## src/rtl/stack_lifo_bcd.sv

```systemverilog
// stack_lifo_bcd: parametrised LIFO stack with occupancy count, replace-top,
// sticky overflow/underflow flags, and a sequential double-dabble converter that
// presents the registered top-of-stack as BCD digits.
// Latency: Dout/count/empty/full update 1 edge after the request.
//   BCD becomes valid WIDTH+1 edges after the edge that changed Dout.
// Backpressure: none. Refused operations are no-ops that raise a sticky flag.
// Ports:
//   clk, rst          - clock, synchronous active-high reset
//   push, pop, Din    - stack requests and write data
//   clr_err           - clears overflow/underflow; a same-cycle error event wins
//   Dout, count       - registered top-of-stack (0 when empty) and occupancy
//   empty, full       - decoded from the registered count
//   overflow/underflow- sticky error flags
//   BCD, bcd_valid    - converted top-of-stack; digit 0 in bits [3:0]
module stack_lifo_bcd #(
  parameter int WIDTH  = 8,
  parameter int DEPTH  = 8,
  parameter int DIGITS = 3,
  localparam int CW    = $clog2(DEPTH+1)
) (
  input  logic                  clk,
  input  logic                  rst,
  input  logic                  push,
  input  logic                  pop,
  input  logic [WIDTH-1:0]      Din,
  input  logic                  clr_err,
  output logic [WIDTH-1:0]      Dout,
  output logic [CW-1:0]         count,
  output logic                  empty,
  output logic                  full,
  output logic                  overflow,
  output logic                  underflow,
  output logic [4*DIGITS-1:0]   BCD,
  output logic                  bcd_valid
);

  localparam int AW = (DEPTH > 1) ? $clog2(DEPTH) : 1;
  localparam int IW = $clog2(WIDTH+1);
  localparam int BW = 4*DIGITS;
  localparam int SW = BW + WIDTH;

  // ---------------- stack ----------------
  logic [WIDTH-1:0] mem_q [DEPTH];
  logic [CW-1:0]    count_q, count_d;
  logic [WIDTH-1:0] dout_q, dout_d;
  logic             ovf_q, ovf_d, unf_q, unf_d;
  logic             wr_en;
  logic [AW-1:0]    wr_idx;
  logic [CW-1:0]    cnt_m1, cnt_m2;
  logic             ovf_ev, unf_ev;

  assign empty = (count_q == '0);
  assign full  = (count_q == CW'(DEPTH));

  always_comb begin
    count_d = count_q;
    dout_d  = dout_q;
    wr_en   = 1'b0;
    wr_idx  = '0;
    ovf_ev  = 1'b0;
    unf_ev  = 1'b0;
    cnt_m1  = count_q - CW'(1);
    cnt_m2  = count_q - CW'(2);
    if (push && pop && !empty) begin
      // replace-top: legal even when full
      wr_en  = 1'b1;
      wr_idx = cnt_m1[AW-1:0];
      dout_d = Din;
    end else if (push) begin
      // also covers push+pop on an empty stack
      if (full) begin
        ovf_ev = 1'b1;
      end else begin
        wr_en   = 1'b1;
        wr_idx  = count_q[AW-1:0];
        count_d = count_q + CW'(1);
        dout_d  = Din;
      end
    end else if (pop) begin
      if (empty) begin
        unf_ev = 1'b1;
      end else begin
        count_d = cnt_m1;
        dout_d  = (count_q == CW'(1)) ? '0 : mem_q[cnt_m2[AW-1:0]];
      end
    end
    // a new error event takes priority over clr_err
    ovf_d = ovf_ev | (ovf_q & ~clr_err);
    unf_d = unf_ev | (unf_q & ~clr_err);
  end

  // storage has no reset; only entries below count are ever read
  always_ff @(posedge clk) begin
    if (wr_en) mem_q[wr_idx] <= Din;
  end

  always_ff @(posedge clk) begin
    if (rst) begin
      count_q <= '0;
      dout_q  <= '0;
      ovf_q   <= 1'b0;
      unf_q   <= 1'b0;
    end else begin
      count_q <= count_d;
      dout_q  <= dout_d;
      ovf_q   <= ovf_d;
      unf_q   <= unf_d;
    end
  end

  // ---------------- double-dabble converter ----------------
  // shift register layout: {bcd digits, binary}; binary shifts into digit 0
  logic [WIDTH-1:0] src_q, src_d;
  logic [SW-1:0]    sh_q, sh_d, sh_adj, sh_step;
  logic [IW-1:0]    iter_q, iter_d;
  logic [BW-1:0]    bcd_q, bcd_d;
  logic             vld_q, vld_d;

  always_comb begin
    sh_adj = sh_q;
    for (int i = 0; i < DIGITS; i++) begin
      if (sh_q[WIDTH+4*i +: 4] >= 4'd5)
        sh_adj[WIDTH+4*i +: 4] = sh_q[WIDTH+4*i +: 4] + 4'd3;
    end
    sh_step = {sh_adj[SW-2:0], 1'b0};
  end

  always_comb begin
    src_d  = src_q;
    sh_d   = sh_q;
    iter_d = iter_q;
    bcd_d  = bcd_q;
    vld_d  = vld_q;
    if (dout_q != src_q) begin
      // new top value (also restarts an in-flight conversion)
      src_d  = dout_q;
      sh_d   = {{BW{1'b0}}, dout_q};
      iter_d = IW'(WIDTH);
      vld_d  = 1'b0;
    end else if (iter_q != '0) begin
      sh_d   = sh_step;
      iter_d = iter_q - IW'(1);
      if (iter_q == IW'(1)) begin
        bcd_d = sh_step[SW-1:WIDTH];
        vld_d = 1'b1;
      end
    end
  end

  always_ff @(posedge clk) begin
    if (rst) begin
      src_q  <= '0;
      sh_q   <= '0;
      iter_q <= '0;
      bcd_q  <= '0;
      vld_q  <= 1'b1;
    end else begin
      src_q  <= src_d;
      sh_q   <= sh_d;
      iter_q <= iter_d;
      bcd_q  <= bcd_d;
      vld_q  <= vld_d;
    end
  end

  assign Dout      = dout_q;
  assign count     = count_q;
  assign overflow  = ovf_q;
  assign underflow = unf_q;
  assign BCD       = bcd_q;
  assign bcd_valid = vld_q;

endmodule

```

## config.mk

```make
export PLATFORM = sky130hd
export DESIGN_NAME = stack_lifo_bcd
export DESIGN_NICKNAME = d
export VERILOG_FILES = /design/src/rtl/stack_lifo_bcd.sv
export SDC_FILE = /design/constraint.sdc
export NUM_CORES = 1
export LEC_CHECK = 0
export ABC_AREA = 1
export CORE_MARGIN = 2
export CORE_UTILIZATION = 40
export DETAILED_ROUTE_END_ITERATION = 10
export PLACE_DENSITY = 0.67
export SLEW_MARGIN = 10
export SYNTH_ARGS = -nofsm -noshare
export SYNTH_HDL_FRONTEND = slang
export SYNTH_SLANG_ARGS = --single-unit
```

## constraint.sdc

```tcl
create_clock -name clk -period 2.8 [get_ports clk]
set_input_delay 0.56 -clock clk [delete_from_list [all_inputs] [get_ports clk]]
set_output_delay 0.56 -clock clk [all_outputs]
set_load 0.02 [all_outputs]
```

### After elaboration in Yosys (flattened, before gate mapping)

Memories as Yosys holds them, arrays and structs flattened.
Index checks and enable logic that the tools add are counted.

| cells by class | value |
|---|---|
| equality and inequality tests | 8 |
| muxes and demuxes | 35 |
| $lt $le $gt $ge | 3 |
| $add $sub $neg | 7 |
| bitwise operators | 7 |
| reductions and logical operators | 14 |

Operator list:

| operator | count |
|---|---|
| 8-bit 2-to-1 mux | 8 |
| 4-bit 2-to-1 mux | 8 |
| 1-bit 2-to-1 mux | 15 |
| 4-bit by 3-bit >= comparator with 1-bit output (second input constant) | 3 |
| 3-bit 2-to-1 mux | 4 |
| 4-bit by 2-bit adder with 4-bit output (second input constant) | 2 |
| 4-bit by 1-bit equality test with 1-bit output (second input constant) | 2 |
| 8-bit != test | 1 |
| 4-bit by 1-bit subtractor with 4-bit output (second input constant) | 2 |
| 3-bit by 2-bit != test with 1-bit output (second input constant) | 2 |
| 3-bit AND reduction | 2 |
| 2-bit nonzero test | 3 |
| 4-bit by 1-bit adder with 4-bit output (second input constant) | 1 |
| 4-bit equality test (second input constant) | 1 |
| 4-bit logical NOT | 1 |
| 2-bit != test (second input constant) | 2 |
| 4-bit AND reduction | 1 |
| 4-bit nonzero test | 1 |
| 3-bit by 2-bit adder with 3-bit output (second input constant) | 1 |
| 1-bit inverter | 3 |
| 3-bit nonzero test | 1 |
| 3-bit by 2-bit subtractor with 3-bit output (second input constant) | 1 |
| 1-bit AND | 2 |
| 1-bit logical AND | 2 |
| 4 further kinds | 5 |

| word-level totals | value |
|---|---|
| memories | 1 |
| output and inout port bits | 29 |
| memory bits (writable) | 64 |
| register bits after elaboration | 59 |
| bits of input ports | 13 |
| word-level logic and storage cells | 86 |

Memory list:

| memory | words | width | read ports | clocked after memory_dff | wr ports | RTL line | source |
|---|---|---|---|---|---|---|---|
| mem_q | 8 | 8 | 1 | 0 | 1 | 43 | `logic [WIDTH-1:0] mem_q [DEPTH];` |

### Depth between registers and ports, before layout

Gate-level depths: netlist of the first run.
An unclocked memory read counts as a cell.

| depth | value |
|---|---|
| depth after elaboration | 7 |
| gate-level depth with buffers | 13 |
| mapped depth without buffers | 11 |

### Worst setup path after synthesis of the first run

Ideal clock, no wire load.

| timing path | value |
|---|---|
| kind | register to register |
| start | register count_q[1] (netlist: count[1]) |
| end | memory mem_q[6][0], enable pin |
| data arrival time | 2.227 ns |
| cell stages (with the launch flop) | 13 |
| slack | 0.203 ns |
| path through | dfxtp_1 -> inv_1 -> buf_1 -> ha_1 -> nand3_1 -> nand2_2 -> inv_1 -> nor2_1 -> nand2_1 -> and2_1 -> inv_1 -> nand2_1 -> nor2_1 |

| on the way | value |
|---|---|
| word-level cells in the longest chain between the ends | 6 |

Ends and longest elaborated chain:

| item | RTL line | source |
|---|---|---|
| start: declaration | 44 | `logic [CW-1:0] count_q, count_d;` |
| start signal: assignment | 104 | `count_q <= count_d;` |
| 4-bit equality test or 4-bit logical NOT (tied branches) | 53, 52 |  |
| 1-bit 2-to-1 mux or 1-bit logical NOT (tied branches) | 71, 64 |  |
| 1-bit 2-to-1 mux or 1-bit logical AND (tied branches) | 69, 64 |  |
| 1-bit 2-to-1 mux | 64 | `if (push && pop && !empty) begin` |
| 1-bit 2-to-1 mux | 94 | `if (wr_en) mem_q[wr_idx] <= Din;` |
| 1-bit 2-to-1 mux (implied by the code) | 94 |  |
| end: declaration | 43 |  |

Parallel ways exist; a longest one is shown, timed or not.

### Final worst setup path of the first run

| timing path | value |
|---|---|
| start | register count_q[0] (netlist: count[0]) |
| end | output full |

| on the way | value |
|---|---|
| word-level cells in the longest chain between the ends | 1 |

Ends and longest elaborated chain:

| item | RTL line | source |
|---|---|---|
| 4-bit equality test | 53 | `assign full = (count_q == CW'(DEPTH));` |
| end: declaration | 30 | `output logic full,` |

Every way passes these cells.

==> results of run 1 <==
logic make-up after synthesis:
family | share of synthesized area
AOI/OAI and AO/OA | 0.0782
xor gates and xnor gates | 0.0106
adders and majority gates | 0.0325
buffers and inverters | 0.0840
DFF | 0.537
and+or+nand+nor | 0.258
report_power, final:
| part | leakage, nW | switching (mW) | internal (mW) |
|---|---|---|---|
| sequential | 1.07 | 0.0992 | 2.11 |
| clock | 0.253 | 0.710 | 1.19 |
| combinational | 1.50 | 0.979 | 0.483 |
through the flow:
step	instances	hold WS (ns)	setup slack, ns	utilization
2_1_floorplan	685	0.444	0.203	-
3_3_place_gp	894	0.447	0.267	0.457
3_5_place_dp	894	0.457	0.205	0.457
4_1_cts	926	0.467	0.406	0.494
5_1_grt	926	0.481	0.297	0.494
6_report	926	0.463	0.410	0.494
registers in the layout (all words and copies together), names as in the netlist:
register and cells:
count 4, sh_q 20, Dout 8, overflow 1
iter_q 4, BCD 12, bcd_valid 1, mem_q 64
src_q 8, underflow 1
placed cells by master (no fill, tap or decap), drive strengths merged:
cell	count
a211oi	2
a21oi	24
and2	1
buf	19
clkbuf	29
clkdlybuf4s50	41
clkinv	4
dfxtp	59
edfxtp	64
ha	15
inv	84
nand2	182
nand3	57
nand4	14
nor2	85
o211ai	16
o21ai	29
o22ai	1
o31ai	1
or2	12
xnor2	1
xor2	6
metal layers:
layer	track usage	vias to the layer above	part of all wire
li1	-	2309	-
met1	0.218	2155	0.44
met2	0.305	125	0.49
met3	0.0513	31	0.049
met4	0.0934	0	0.027
met5	0	-	0
cell type report:
type | instances | area [um^2] | share of cell area
multi-input combinational | 446 | 2190 | 0.317
inverter | 85 | 319 | 0.0462
tap | 180 | 225 | 0.0326
sequential | 123 | 3100 | 0.449
timing repair buffer | 60 | 553 | 0.0801
clock inverter | 3 | 15.0 | 0.00217
clock buffer | 29 | 500 | 0.0725
path summary, 6_finish.rpt:
kind,from,end,slack (ns),depth (start not counted)
hold reg to reg,BCD[1],BCD[1],0.46,2
setup / recovery,count[0],full,0.41,5
hold / removal,BCD[1],BCD[1],0.46,2
setup reg to reg,count[0],mem_q[5][1],0.51,11
tightest hold or removal path, delay by kind of cell, from the launching register on:
kind / cells / cell delay, ns
flops: 1 / 0.32
simple gates: 2 / 0.11
==> results.tsv, run 1 <==
stage	metric	value	unit
logic_synthesis	syn_area_per_cell	8.44	um^2
floorplan	Die W	124	um
sta	fin crit period	2.39	ns
place	Buffers on Ports	41	
logic_synthesis	cell count after synthesis	685	
sta	crit share post-route	0.854	
critical_path	crit path max-delay cell type	clkdlybuf4s50_1	
sta	slew of the pin with the lowest slew margin	0.668	ns
floorplan	Die Ht	124	um
floorplan	Cell Rows	43	
detailed_routing	1st-pass router iterations	7	
clock_tree	htree depth	4	
sta	RSZ-0062 raised after global routing	no	
place	Routability Congestion	0.850	
floorplan	die area	15400	um^2
cells_and_area	Nets	761	
power	Power Total	5.58	mW
cells_and_area	Area growth, synth to finish	19.5	%
sta	fmax	418	MHz
cells_and_area	diode count	0	
critical_path	Buf+Inv Stages, Crit Path	3	
sta	final setup vio count	0	
logic_synthesis	register area share after synthesis	0.537	
critical_path	critical path cell sequence	inv_1, ha_1, nand3_1, inv_1, clkdlybuf4s50_1	
sta	Final Skew	0.00816	ns
critical_path	crit path launch type	register	
global_route	largest net degree at the start of global routing	45	
critical_path	Crit path top cell by count	inv_1	
logic_synthesis	Synth Cell Area	5780	um^2
critical_path	Arrival @ worst endpoint	1.83	ns
critical_path	Max stage delay on crit path	0.60	ns
global_route	GRT Overall Usage	0.184	
clock_tree	hold_buf cts	0	
global_route	initial antenna violation count	0	
clock_tree	Clock Latency Late Sink	0.42	ns
detailed_routing	Vias	4620	
detailed_routing	Wirelength per Cell	14.0	um
cells_and_area	fillers	1307	
clock_tree	number of gates resized after cts	0	
clock_tree	CTS Buf Count	17	
logic_synthesis	share of the synthesized area in the top cell type	0.333	
critical_path	family with the most delay on the worst path	buffers and inverters	
floorplan	Starting Density	0.413	
detailed_routing	ANT nets after route	0	
floorplan	Core Footprint	14000	um^2
cells_and_area	layout cells sized above 1	0.106	
detailed_routing	DRT Wirelength	13000	um
status	status	finished, final reports clean	
logic_synthesis	Synth top cells by count	179 x nand2_1, 79 x nor2_1, 77 x inv_1	
clock_tree	Reg clk slew, reported paths	0.05	ns
detailed_routing	Via density	4.99	
global_route	total congestion overflow	0	
power	worst vdd ir	0.000473	V
floorplan	Ports	42	
logic_synthesis	ranking of synthesized cells by area	edfxtp_1 33%, dfxtp_1 20%, nand2_1 12%, nor2_1 5.1%, inv_1 5.0%	
logic_synthesis	post-synth cell types	31	
sta	final hold violations	0	
detailed_routing	Post-route DRC	0	
sta	Max Transition Viols Final	0	
place	dpl cell area	6390	um^2
logic_synthesis	Synth Register Bits	123	
logic_synthesis	number of synthesized flops with an enable pin	64	
sta	max_slew headroom	0.553	
place	HPWL after DPL	9120	um
critical_path	critical path endpoint category	output pin	
clock_tree	CTS Buffer Depth	2	
critical_path	Setup CP Type	reg2out	
logic_synthesis	most numerous cell in the Yosys netlist	nand2_1	
cells_and_area	final instance area	6910	um^2
power	pwr dens	808	nW/um^2
clock_tree	clock sink total	123	
logic_synthesis	Async S/R FF share, synth	0	
global_route	number of global-route vias before repair	4486	
power	Lkg Pwr	2.82	nW
global_route	first-pass GRT wire length	21100	um
sta	post-route setup TNS	0	ns
run	MaxCap Viol Count	0	
clock_tree	CTS tree	built	
clock_tree	setup bufs post-CTS	0	
logic_synthesis	Synth Net Count	713	
logic_synthesis	leading area contributor after synthesis	edfxtp_1	
critical_path	Req. time, crit path	2.24	ns
logic_synthesis	Yosys Warn Count	0	
logic_synthesis	Top FF cell, synth	edfxtp_1	
clock_tree	clock root cell	clkbuf_16	
worst_hold_path	HP Class	reg2reg	
critical_path	CP Max Fanout	3	
detailed_routing	initial drt markers	444	
(Power assumes the default switching activity.)
==> run 2, diff against run 1 <==
--- a/config.mk
+++ b/config.mk
@@ -9,6 +9,7 @@
 export CORE_MARGIN = 2
 export CORE_UTILIZATION = 40
 export DETAILED_ROUTE_END_ITERATION = 10
+export MAX_ROUTING_LAYER = met4
 export PLACE_DENSITY = 0.67
 export SLEW_MARGIN = 10
 export SYNTH_ARGS = -nofsm -noshare
==> run 2 against run 1 <==
Core utilization up 0.13 points. Sequential cell count unchanged. Combinational power about the same. Wire length up 0.51%. Worst hold slack worse by 0.0010 ns. First-iteration DRC count up 8.1%. Cell count down 0.22%. Clock skew about the same. Via count down 0.13%. Clock power up 5%.
==> results.tsv, run 2 (synthesis results as in run 1) <==
stage	metric	value	unit
cells_and_area	diode count	0	
critical_path	Setup CP Type	reg2out	
detailed_routing	Via density	4.99	
detailed_routing	Vias	4614	
critical_path	Buf+Inv Stages, Crit Path	2	
cells_and_area	Nets	759	
critical_path	Max stage delay on crit path	0.69	ns
floorplan	Cell Rows	43	
place	Buffers on Ports	41	
floorplan	Ports	42	
cells_and_area	most common cell after layout, fill and taps aside	nand2_1	
sta	max_slew headroom	0.553	
cells_and_area	Area growth, synth to finish	19.8	%
power	Lkg Pwr	2.83	nW
floorplan	Die Ht	124	um
critical_path	Arrival @ worst endpoint	1.82	ns
clock_tree	number of gates resized after cts	0	
critical_path	CP Max Fanout	44	
place	dpl cell area	6370	um^2
clock_tree	clock root cell	clkbuf_16	
sta	fmax	419	MHz
sta	post-route setup TNS	0	ns
power	pwr dens	818	nW/um^2
detailed_routing	1st-pass router iterations	5	
power	clock power share	0.351	
detailed_routing	initial drt markers	480	
critical_path	critical path cell sequence	buf_4, clkdlybuf4s50_1	
global_route	number of global-route vias before repair	4376	
critical_path	worst reg2reg path depth	9	
sta	slew of the pin with the lowest slew margin	0.668	ns
critical_path	crit path launch type	register	
critical_path	crit path max-delay cell type	clkdlybuf4s50_1	
clock_tree	hold_buf cts	0	
run	MaxCap Viol Count	0	
critical_path	family with the most delay on the worst path	buffers and inverters	
global_route	largest net degree at the start of global routing	45	
clock_tree	CTS Buf Count	17	
global_route	GRT Overall Usage	0.185	
sta	final hold violations	0	
place	Routability Congestion	0.893	
sta	RSZ-0062 raised after global routing	no	
status	status	finished, final reports clean	
floorplan	die area	15400	um^2
clock_tree	setup bufs post-CTS	0	
sta	fin crit period	2.38	ns
worst_hold_path	HP Class	reg2reg	
power	worst vdd ir	0.000474	V
clock_tree	CTS Buffer Depth	2	
cells_and_area	fillers	1290	
cells_and_area	Multi-input gate area	2190	um^2
floorplan	Die W	124	um
critical_path	Crit path depth	2	
power	Flop pwr share	0.391	
critical_path	Req. time, crit path	2.24	ns
clock_tree	clock sink total	123	
cells_and_area	sequential standard cell area	3100	um^2
critical_path	critical path endpoint category	output pin	
cells_and_area	Reg with most FFs	mem_q	
sta	Max Transition Viols Final	0	
cells_and_area	final instance area	6920	um^2
sta	final setup vio count	0	
sta	Final Skew	0.00862	ns
place	HPWL after DPL	8840	um
clock_tree	Clock Latency Late Sink	0.42	ns
detailed_routing	ANT nets after route	0	
power	switching pwr	1.85	mW
power	Switching Share	0.327	
global_route	initial antenna violation count	0	
cells_and_area	max reg flops	64	
floorplan	Core Footprint	14000	um^2
sta	crit share post-route	0.851	
cells_and_area	most frequent cells in the layout	179 x nand2_1, 79 x nor2_1, 77 x inv_1	
global_route	total congestion overflow	0	
power	Comb pwr share	0.259	
global_route	first-pass GRT wire length	20800	um
power	internal cell power	3.81	mW
clock_tree	htree depth	4	
detailed_routing	Wirelength per Cell	14.1	um
floorplan	Starting Density	0.413	
cells_and_area	layout cells sized above 1	0.114	
worst_hold_path	WHS Path Cells	2	
detailed_routing	DRT Wirelength	13100	um
clock_tree	CTS tree	built	
clock_tree	Reg clk slew, reported paths	0.05	ns
detailed_routing	Post-route DRC	0	
## run 2: cell types whose count changed in the layout (fill, tap and decap cells not counted)
cell and change:
buf_4 -2, clkbuf_1 -8, clkbuf_16 +1, clkbuf_8 -1, clkinv_2 +3, clkinv_4 +1
clkinvlp_4 +2, inv_4 +2
## run 2: path summary, 6_finish.rpt
path / startpoint / endpoint / slack [ns]
worst max-delay path: count[0] / count[0] / 0.42
worst min-delay path: bcd_valid / bcd_valid / 0.46
worst max register to register: count[1] / mem_q[5][6] / 0.49
worst min register to register: bcd_valid / bcd_valid / 0.46
## run 2: power by group through the flow
stage	clock, mW	combinational (mW)	sequential [mW]
after floorplan	0	0.967	2.28
after global placement	0	1.42	2.24
after detailed placement	0	1.44	2.25
after CTS	2.02	1.46	2.22
after global routing	2.11	1.64	2.23
final	1.99	1.47	2.21
## run 2: through the flow
| step | hold slack, ns | instances | power [mW] | utilization | worst slack [ns] |
|---|---|---|---|---|---|
| after floorplan | 0.444 | 685 | 3.25 | - | 0.203 |
| after global placement | 0.447 | 892 | 3.66 | 0.456 | 0.226 |
| after detailed placement | 0.452 | 892 | 3.70 | 0.456 | 0.147 |
| after CTS | 0.464 | 924 | 5.69 | 0.495 | 0.399 |
| after global routing | 0.479 | 924 | 5.98 | 0.495 | 0.317 |
| final | 0.462 | 924 | 5.67 | 0.495 | 0.416 |
## run 2: worst reg2reg max path: stages (launching register included)
cell,delay [ns]
dfxtp_1,0.31
inv_1,0.07
buf_4,0.22
ha_1,0.19
xor2_1,0.21
nand2_1,0.07
and2_1,0.20
inv_1,0.09
nand2_1,0.07
nor2_1,0.52
## run 2: cell type report
type | instances | share of cell area
clock buffers | 21 | 0.0696
clock inverters | 11 | 0.00958
inverters | 85 | 0.0461
multi-input cells | 446 | 0.316
flip-flops and latches | 123 | 0.448
well taps | 180 | 0.0325
repair buffers | 58 | 0.0777
## run 2: metal layers
layer,vias up,global-route usage,wire [um]
li1,2311,-,-
met1,2135,0.220,5760
met2,137,0.288,6180
met3,31,0.0549,714
met4,0,0.0906,399
met5,-,-,0
